`src/rtl/pc_fetch_if.sv`:
```
// rtl/pc_fetch_if.sv - program-load, run-control, decoder-feedback and fetch-output bundle for pc_fetch
interface pc_fetch_if #(
    parameter int ADDR_W = 4,
    parameter int OP_W   = 21,
    parameter int DATA_W = 11
);
    logic                     load_en;
    logic [ADDR_W-1:0]        load_addr;
    logic [OP_W-1:0]          load_data;
    logic                     run;
    logic                     stall;
    logic [3:0]               pc_instr;
    logic signed [DATA_W-1:0] const_val;
    logic signed [DATA_W-1:0] acc;
    logic signed [DATA_W-1:0] jro_val;
    logic [OP_W-1:0]          op_code;
    logic                     op_valid;
    logic [ADDR_W-1:0]        pc;
    logic [ADDR_W:0]          prog_len;

    modport master (
        output load_en, load_addr, load_data, run, stall, pc_instr, const_val, acc, jro_val,
        input  op_code, op_valid, pc, prog_len
    );

    modport slave (
        input  load_en, load_addr, load_data, run, stall, pc_instr, const_val, acc, jro_val,
        output op_code, op_valid, pc, prog_len
    );
endinterface

```
`src/rtl/pc_fetch.sv`:
```
// rtl/pc_fetch.sv - TIS-100 node program memory, PC sequencing and registered instruction fetch
module pc_fetch #(
    parameter int ADDR_W = 4,
    parameter int DEPTH  = 16,
    parameter int OP_W   = 21,
    parameter int DATA_W = 11
) (
    input  logic      clk,
    input  logic      rst_n,
    pc_fetch_if.slave bus
);
    localparam int LEN_W = ADDR_W + 1;

    typedef enum logic [1:0] {IDLE, PRIME, RUN} state_t;

    state_t             state, state_d;
    logic [ADDR_W-1:0]  pc, pc_d, pc_next;
    logic [OP_W-1:0]    op_code, op_d;
    logic               op_valid, valid_d;
    logic [LEN_W-1:0]   prog_len, len_d;
    logic [OP_W-1:0]    mem [DEPTH];

    logic [LEN_W-1:0]   last;
    logic [ADDR_W-1:0]  pc_seq, tgt_raw, jmp_tgt, jro_tgt;
    logic signed [DATA_W:0] jro_sum;
    logic               take;
    logic               unused_const_hi;

    assign unused_const_hi = ^bus.const_val[DATA_W-1:ADDR_W];

    always_ff @(posedge clk) begin
        if (bus.load_en) mem[bus.load_addr] <= bus.load_data;
    end

    // Targets are computed against the last valid address so every jump stays inside the program
    assign last    = prog_len - LEN_W'(1);
    assign pc_seq  = ({1'b0, pc} == last) ? '0 : pc + ADDR_W'(1);
    assign tgt_raw = bus.const_val[ADDR_W-1:0];
    assign jmp_tgt = ({1'b0, tgt_raw} >= prog_len) ? '0 : tgt_raw;
    assign jro_sum = $signed({{(DATA_W+1-ADDR_W){1'b0}}, pc})
                   + $signed({bus.jro_val[DATA_W-1], bus.jro_val});

    always_comb begin
        jro_tgt = jro_sum[ADDR_W-1:0];
        if (jro_sum[DATA_W])
            jro_tgt = '0;
        else if (jro_sum[DATA_W-1:0] > {{(DATA_W-LEN_W){1'b0}}, last})
            jro_tgt = last[ADDR_W-1:0];
    end

    always_comb begin
        take = 1'b0;
        case (bus.pc_instr)
            4'd1:    take = 1'b1;
            4'd2:    take = (bus.acc == '0);
            4'd3:    take = (bus.acc != '0);
            4'd4:    take = !bus.acc[DATA_W-1] && (bus.acc != '0);
            4'd5:    take = bus.acc[DATA_W-1];
            default: take = 1'b0;
        endcase
        if (bus.pc_instr == 4'd6)
            pc_next = jro_tgt;
        else if (take)
            pc_next = jmp_tgt;
        else
            pc_next = pc_seq;
    end

    always_comb begin
        state_d = state;
        pc_d    = pc;
        op_d    = op_code;
        valid_d = op_valid;
        len_d   = prog_len;
        if (bus.load_en) begin
            state_d = IDLE;
            pc_d    = '0;
            op_d    = '0;
            valid_d = 1'b0;
            len_d   = {1'b0, bus.load_addr} + LEN_W'(1);
        end else begin
            case (state)
                IDLE: begin
                    if (bus.run && (prog_len != '0)) state_d = PRIME;
                end
                PRIME: begin
                    op_d    = mem[0];
                    pc_d    = '0;
                    valid_d = 1'b1;
                    state_d = RUN;
                end
                RUN: begin
                    // run low wins over stall so a blocked node can still be halted
                    if (!bus.run) begin
                        state_d = IDLE;
                        pc_d    = '0;
                        op_d    = '0;
                        valid_d = 1'b0;
                    end else if (!bus.stall) begin
                        pc_d = pc_next;
                        op_d = mem[pc_next];
                    end
                end
                default: state_d = IDLE;
            endcase
        end
    end

    always_ff @(posedge clk) begin
        if (!rst_n) begin
            state    <= IDLE;
            pc       <= '0;
            op_code  <= '0;
            op_valid <= 1'b0;
            prog_len <= '0;
        end else begin
            state    <= state_d;
            pc       <= pc_d;
            op_code  <= op_d;
            op_valid <= valid_d;
            prog_len <= len_d;
        end
    end

    assign bus.pc       = pc;
    assign bus.op_code  = op_code;
    assign bus.op_valid = op_valid;
    assign bus.prog_len = prog_len;
endmodule

```
`src/flat_wrapper.sv`:
```
// flat-port wrapper written by rule: the top's interface ports become plain ports
module pc_fetch_flat 
#(
    parameter int ADDR_W = 4,
    parameter int DEPTH  = 16,
    parameter int OP_W   = 21,
    parameter int DATA_W = 11
)
  (clk, rst_n, bus_load_en, bus_load_addr, bus_load_data, bus_run, bus_stall, bus_pc_instr, bus_const_val, bus_acc, bus_jro_val, bus_op_code, bus_op_valid, bus_pc, bus_prog_len);
  pc_fetch_if #(.ADDR_W(ADDR_W), .OP_W(OP_W), .DATA_W(DATA_W)) bus_i ();
  input  logic clk;
  input  logic rst_n;
  input wire logic [$bits(bus_i.load_en)-1:0] bus_load_en;
  input wire logic [$bits(bus_i.load_addr)-1:0] bus_load_addr;
  input wire logic [$bits(bus_i.load_data)-1:0] bus_load_data;
  input wire logic [$bits(bus_i.run)-1:0] bus_run;
  input wire logic [$bits(bus_i.stall)-1:0] bus_stall;
  input wire logic [$bits(bus_i.pc_instr)-1:0] bus_pc_instr;
  input wire logic [$bits(bus_i.const_val)-1:0] bus_const_val;
  input wire logic [$bits(bus_i.acc)-1:0] bus_acc;
  input wire logic [$bits(bus_i.jro_val)-1:0] bus_jro_val;
  output wire logic [$bits(bus_i.op_code)-1:0] bus_op_code;
  output wire logic [$bits(bus_i.op_valid)-1:0] bus_op_valid;
  output wire logic [$bits(bus_i.pc)-1:0] bus_pc;
  output wire logic [$bits(bus_i.prog_len)-1:0] bus_prog_len;
  assign bus_i.load_en = bus_load_en;
  assign bus_i.load_addr = bus_load_addr;
  assign bus_i.load_data = bus_load_data;
  assign bus_i.run = bus_run;
  assign bus_i.stall = bus_stall;
  assign bus_i.pc_instr = bus_pc_instr;
  assign bus_i.const_val = bus_const_val;
  assign bus_i.acc = bus_acc;
  assign bus_i.jro_val = bus_jro_val;
  assign bus_op_code = bus_i.op_code;
  assign bus_op_valid = bus_i.op_valid;
  assign bus_pc = bus_i.pc;
  assign bus_prog_len = bus_i.prog_len;
  pc_fetch #(.ADDR_W(ADDR_W), .DEPTH(DEPTH), .OP_W(OP_W), .DATA_W(DATA_W)) u_core (.clk(clk), .rst_n(rst_n), .bus(bus_i));
endmodule
```
`config.mk`:
```
export PLATFORM = sky130hd
export DESIGN_NAME = pc_fetch_flat
export DESIGN_NICKNAME = d
export VERILOG_FILES = /design/src/rtl/pc_fetch_if.sv /design/src/rtl/pc_fetch.sv /design/src/flat_wrapper.sv
export SDC_FILE = /design/constraint.sdc
export NUM_CORES = 1
export LEC_CHECK = 0
export BUFFER_PORTS_ARGS = -buffer_cell sky130_fd_sc_hd__buf_2
export CORE_UTILIZATION = 55
export DETAILED_ROUTE_END_ITERATION = 8
export GPL_TIMING_DRIVEN = 0
export PLACE_DENSITY = 0.69
export SETUP_SLACK_MARGIN = 0.15
export SYNTH_ARGS = -nofsm -noshare
export SYNTH_HDL_FRONTEND = slang
export SYNTH_SLANG_ARGS = --single-unit
```
`constraint.sdc`:
```
create_clock -name clk -period 5.9 [get_ports clk]
set_input_delay 1.18 -clock clk [delete_from_list [all_inputs] [get_ports clk]]
set_output_delay 1.18 -clock clk [all_outputs]
set_load 0.05 [all_outputs]
```
==> impl_results.md <==
- Final net count: 1407
- Max Used Layer: met4
- First-pass GRT wire length: 62200 µm
- Worst EP arrival: 5.81 ns
- Via density: 6.28
- P_leak: 6.24 nW
- GR Overflow Total: 0
- Area added between synthesis and finish: 15.6%
- Die Span Y: 170 µm
- Reg2Reg Launch Point: u_core.bus.pc[0]$_SDFFE_PP0P_
- Die footprint: 28800 µm²
- Dpl ws: -0.0779 ns
- Number of antenna violations at the first check in global routing: 0
- Placed cell area: 16700 µm²
- CORE AREA: 27700 µm²
- Tightest Pin Transition: 0.985 ns
- Total CTS buffers: 38
- DRC Markers: 0
- Post-route ant nets: 0
- Post-DR wirelength/cell: 24.6 µm
- Yosys warns: 0
- R2R cell count: 17
- WL met3: 4140 µm
- Routability cong.: 0.861
- Register area share after synthesis: 69.5%
- Pwr Density: 321 nW/µm²
- Largest net degree at the start of global routing: 22
- Post-synth ARST share: 0%
- RR Endpoint: u_core.bus.op_code[19]$_SDFFE_PP0P_
- DRT iter0 DRCs: 1428
- Critical Path End Type: flip-flop
- Htree depth: 2
- Final cell count without fillers: 1727
- Synthesized net count: 1265
- RSZ-0062 raised after global routing: no
- Number of flops mapped to enable cells by yosys: 336
- Hold endpoint: u_core.bus.op_valid$_SDFFE_PP0P_
- Crit-path max FO: 10
- Final Cycle Share: 91.6%
- Port buffer count: 88
- Vias in the first global route: 10200
- Row count: 61
- Max-cap viol count: 0
- Register-to-register setup slack: 0.82 ns
- Die width: 170 µm
- Most common cell after layout, fill and taps aside: edfxtp_1
- Netlist Area Pre-Place: 15500 µm²
- Overall routed net length: 42400 µm
- Mean Syn Cell Area: 13.1 µm²
- Clk sink count: 369
- Starting Density: 55.9%
- Hold_buf cts: 0
- CTS clock-pin slew for the worst setup and hold paths: 0.06 ns
- Synth Register Bits: 369
- Met2 WL: 19600 µm
- Startpoint types: input port
- DP HPWL: 27200 µm
- Metal-1 WL: 17200 µm
- Max Clk Rate: 0.185 GHz
- Crit Path Category: in2reg
- Fin Clk Skew: 0.0186 ns
- Hold Crit Class: reg2reg
- Final Worst Setup Slack: 0.497 ns
- Placed Cells: 1658
- Finished Core Util: 64.6%
- Drt first pass iters: 6
- Final Critical Period: 5.40 ns
- Setup TNS: 0 ns
- Slew HR: 34.2%
- Share of layout cells above drive strength 1: 15.7%
- Cell variety after synth: 66
- Post-Syn Instances: 1178
- Most frequent cells in the layout: edfxtp_1, nand2_1, buf_2
- WHS Path Cells: 2
- CTS tree: yes
- Clock tree buffer depth: 3
- Design area: 17900 µm²
- Final hold vios: 0
- Critical path required time: 6.30 ns
- Final slew viol count: 0
- Prevailing post-synth register cell: edfxtp_1
- Num ports: 98
- Hold Crit Start: u_core.bus.op_valid$_SDFFE_PP0P_
- Diode count: 0
- Clock root buffer: clkbuf_16
- GRT Util Overall: 29.9%
- Register Area: 10800 µm²
- Multi-input logic area: 4490 µm²
- Outcome: complete, no violations
- Skew-Pair Late Insertion Delay: 0.53 ns
- Maximum vdd ir drop: 0.000310 V
- Setup violators final: 0
- Vias: 10800
- Fillers: 2061
how the worst max path moves through the flow:
stage / endpoint / slack [ns] / startpoint
2_1_floorplan: u_core.bus.op_code[19]$_SDFFE_PP0P_ / 1.24 / bus_jro_val[0]
3_3_place_gp: u_core.mem[2][10]$_DFFE_PP_ / -0.19 / bus_load_en
3_5_place_dp: u_core.bus.op_code[17]$_SDFFE_PP0P_ / -0.08 / bus_jro_val[0]
4_1_cts: u_core.bus.op_code[17]$_SDFFE_PP0P_ / 0.48 / bus_jro_val[0]
5_1_grt: u_core.bus.op_code[16]$_SDFFE_PP0P_ / 0.27 / bus_jro_val[0]
6_report: u_core.bus.op_code[19]$_SDFFE_PP0P_ / 0.50 / bus_jro_val[0]
Yosys cell counts (5+ instances only):
cell       count  share of area, %
o211ai_1      13              0.63
o31a_1         6              0.34
and3_1         5              0.20
nor3_1         9              0.29
nand2b_1       9              0.36
a31oi_1       19              0.77
o21ai_1       17              0.55
o21a_1         7              0.34
mux2i_1       42               2.7
xnor2_1        9              0.51
ha_1          19               1.5
or3_1          6              0.24
a21oi_1       30              0.97
edfxtp_1     336                65
dfxtp_1       33               4.3
buf_4          5              0.24
a32oi_1       39               2.2
nand2_1      203               4.9
o21ai_0       85               2.7
a211o_1        5              0.28
a311oi_1      17              0.96
nand3_1       31               1.0
and2_1         5              0.20
nor2_1        71               1.7
buf_2         23              0.74
a2bb2oi_1     17              0.96
a22oi_1        6              0.29
inv_1         12              0.29
clkbuf_1      30              0.73
layer usage:
layer / global-route usage, % / vias to the layer above
li1: - / 4785
met1: 41.6 / 5264
met2: 47.9 / 674
met3: 4.41 / 125
met4: 11.1 / 0
met5: 0 / -
worst max-delay path, cell delays in order:
cell and delay (ns):
buf_2 0.11, ha_1 0.22, fa_1 0.44, a21o_1 0.20
a21oi_1 0.17, xnor2_1 0.14, ha_1 0.26, o22ai_1 0.18
a21oi_1 0.07, nand4b_1 0.30, or3_1 0.40, a32o_1 0.29
nand2b_1 0.16, clkbuf_1 0.59, clkbuf_1 0.72, a31oi_1 0.08
o211ai_1 0.17, o211ai_1 0.12
cells by family after synthesis:
kind of cell	count (synthesis)	share of synthesized area, %
flops	369	69.5
xor+xnor	14	0.881
compound gates	287	12.5
fa+ha+maj	20	1.67
mux	45	2.98
simple gates	368	10.4
buf+inv	75	2.17
where the power goes:
group	internal [mW]	switching (mW)
logic	0.159	0.353
clock network	1.36	0.958
registers	2.91	0.0196
total	4.42	1.33
state kept, by name, summed over array words and instances, names as in the netlist:
register and flops:
u_core.bus.prog_len 5, u_core.bus.pc 4, u_core.bus.op_valid 1, u_core.state 2, u_core.mem 336, u_core.bus.op_code 21
stage by stage:
stage,hold slack [ns],total power [mW]
after floorplan,0.449,3.27
after global placement,0.466,3.46
after detailed placement,0.500,3.48
after CTS,0.523,5.75
after global routing,0.542,5.90
final,0.536,5.75
final cells by class:
cell class	count	area share, %
clock inverters	14	0.692
multi-input cells	734	25.1
repair buffers	102	3.65
plain buffers	63	1.64
well taps	378	2.64
clock buffers	55	6.01
flip-flops and latches	369	60.1
inverters	12	0.252
repair_timing:
action | 4_1_cts | 5_1_grt
endpoints found under the setup margin | 0 | 4
endpoints found under the hold margin | 0 | 0
setup buffers | 0 | 0
gates resized for setup | 0 | 1
(Power assumes the default switching activity.)
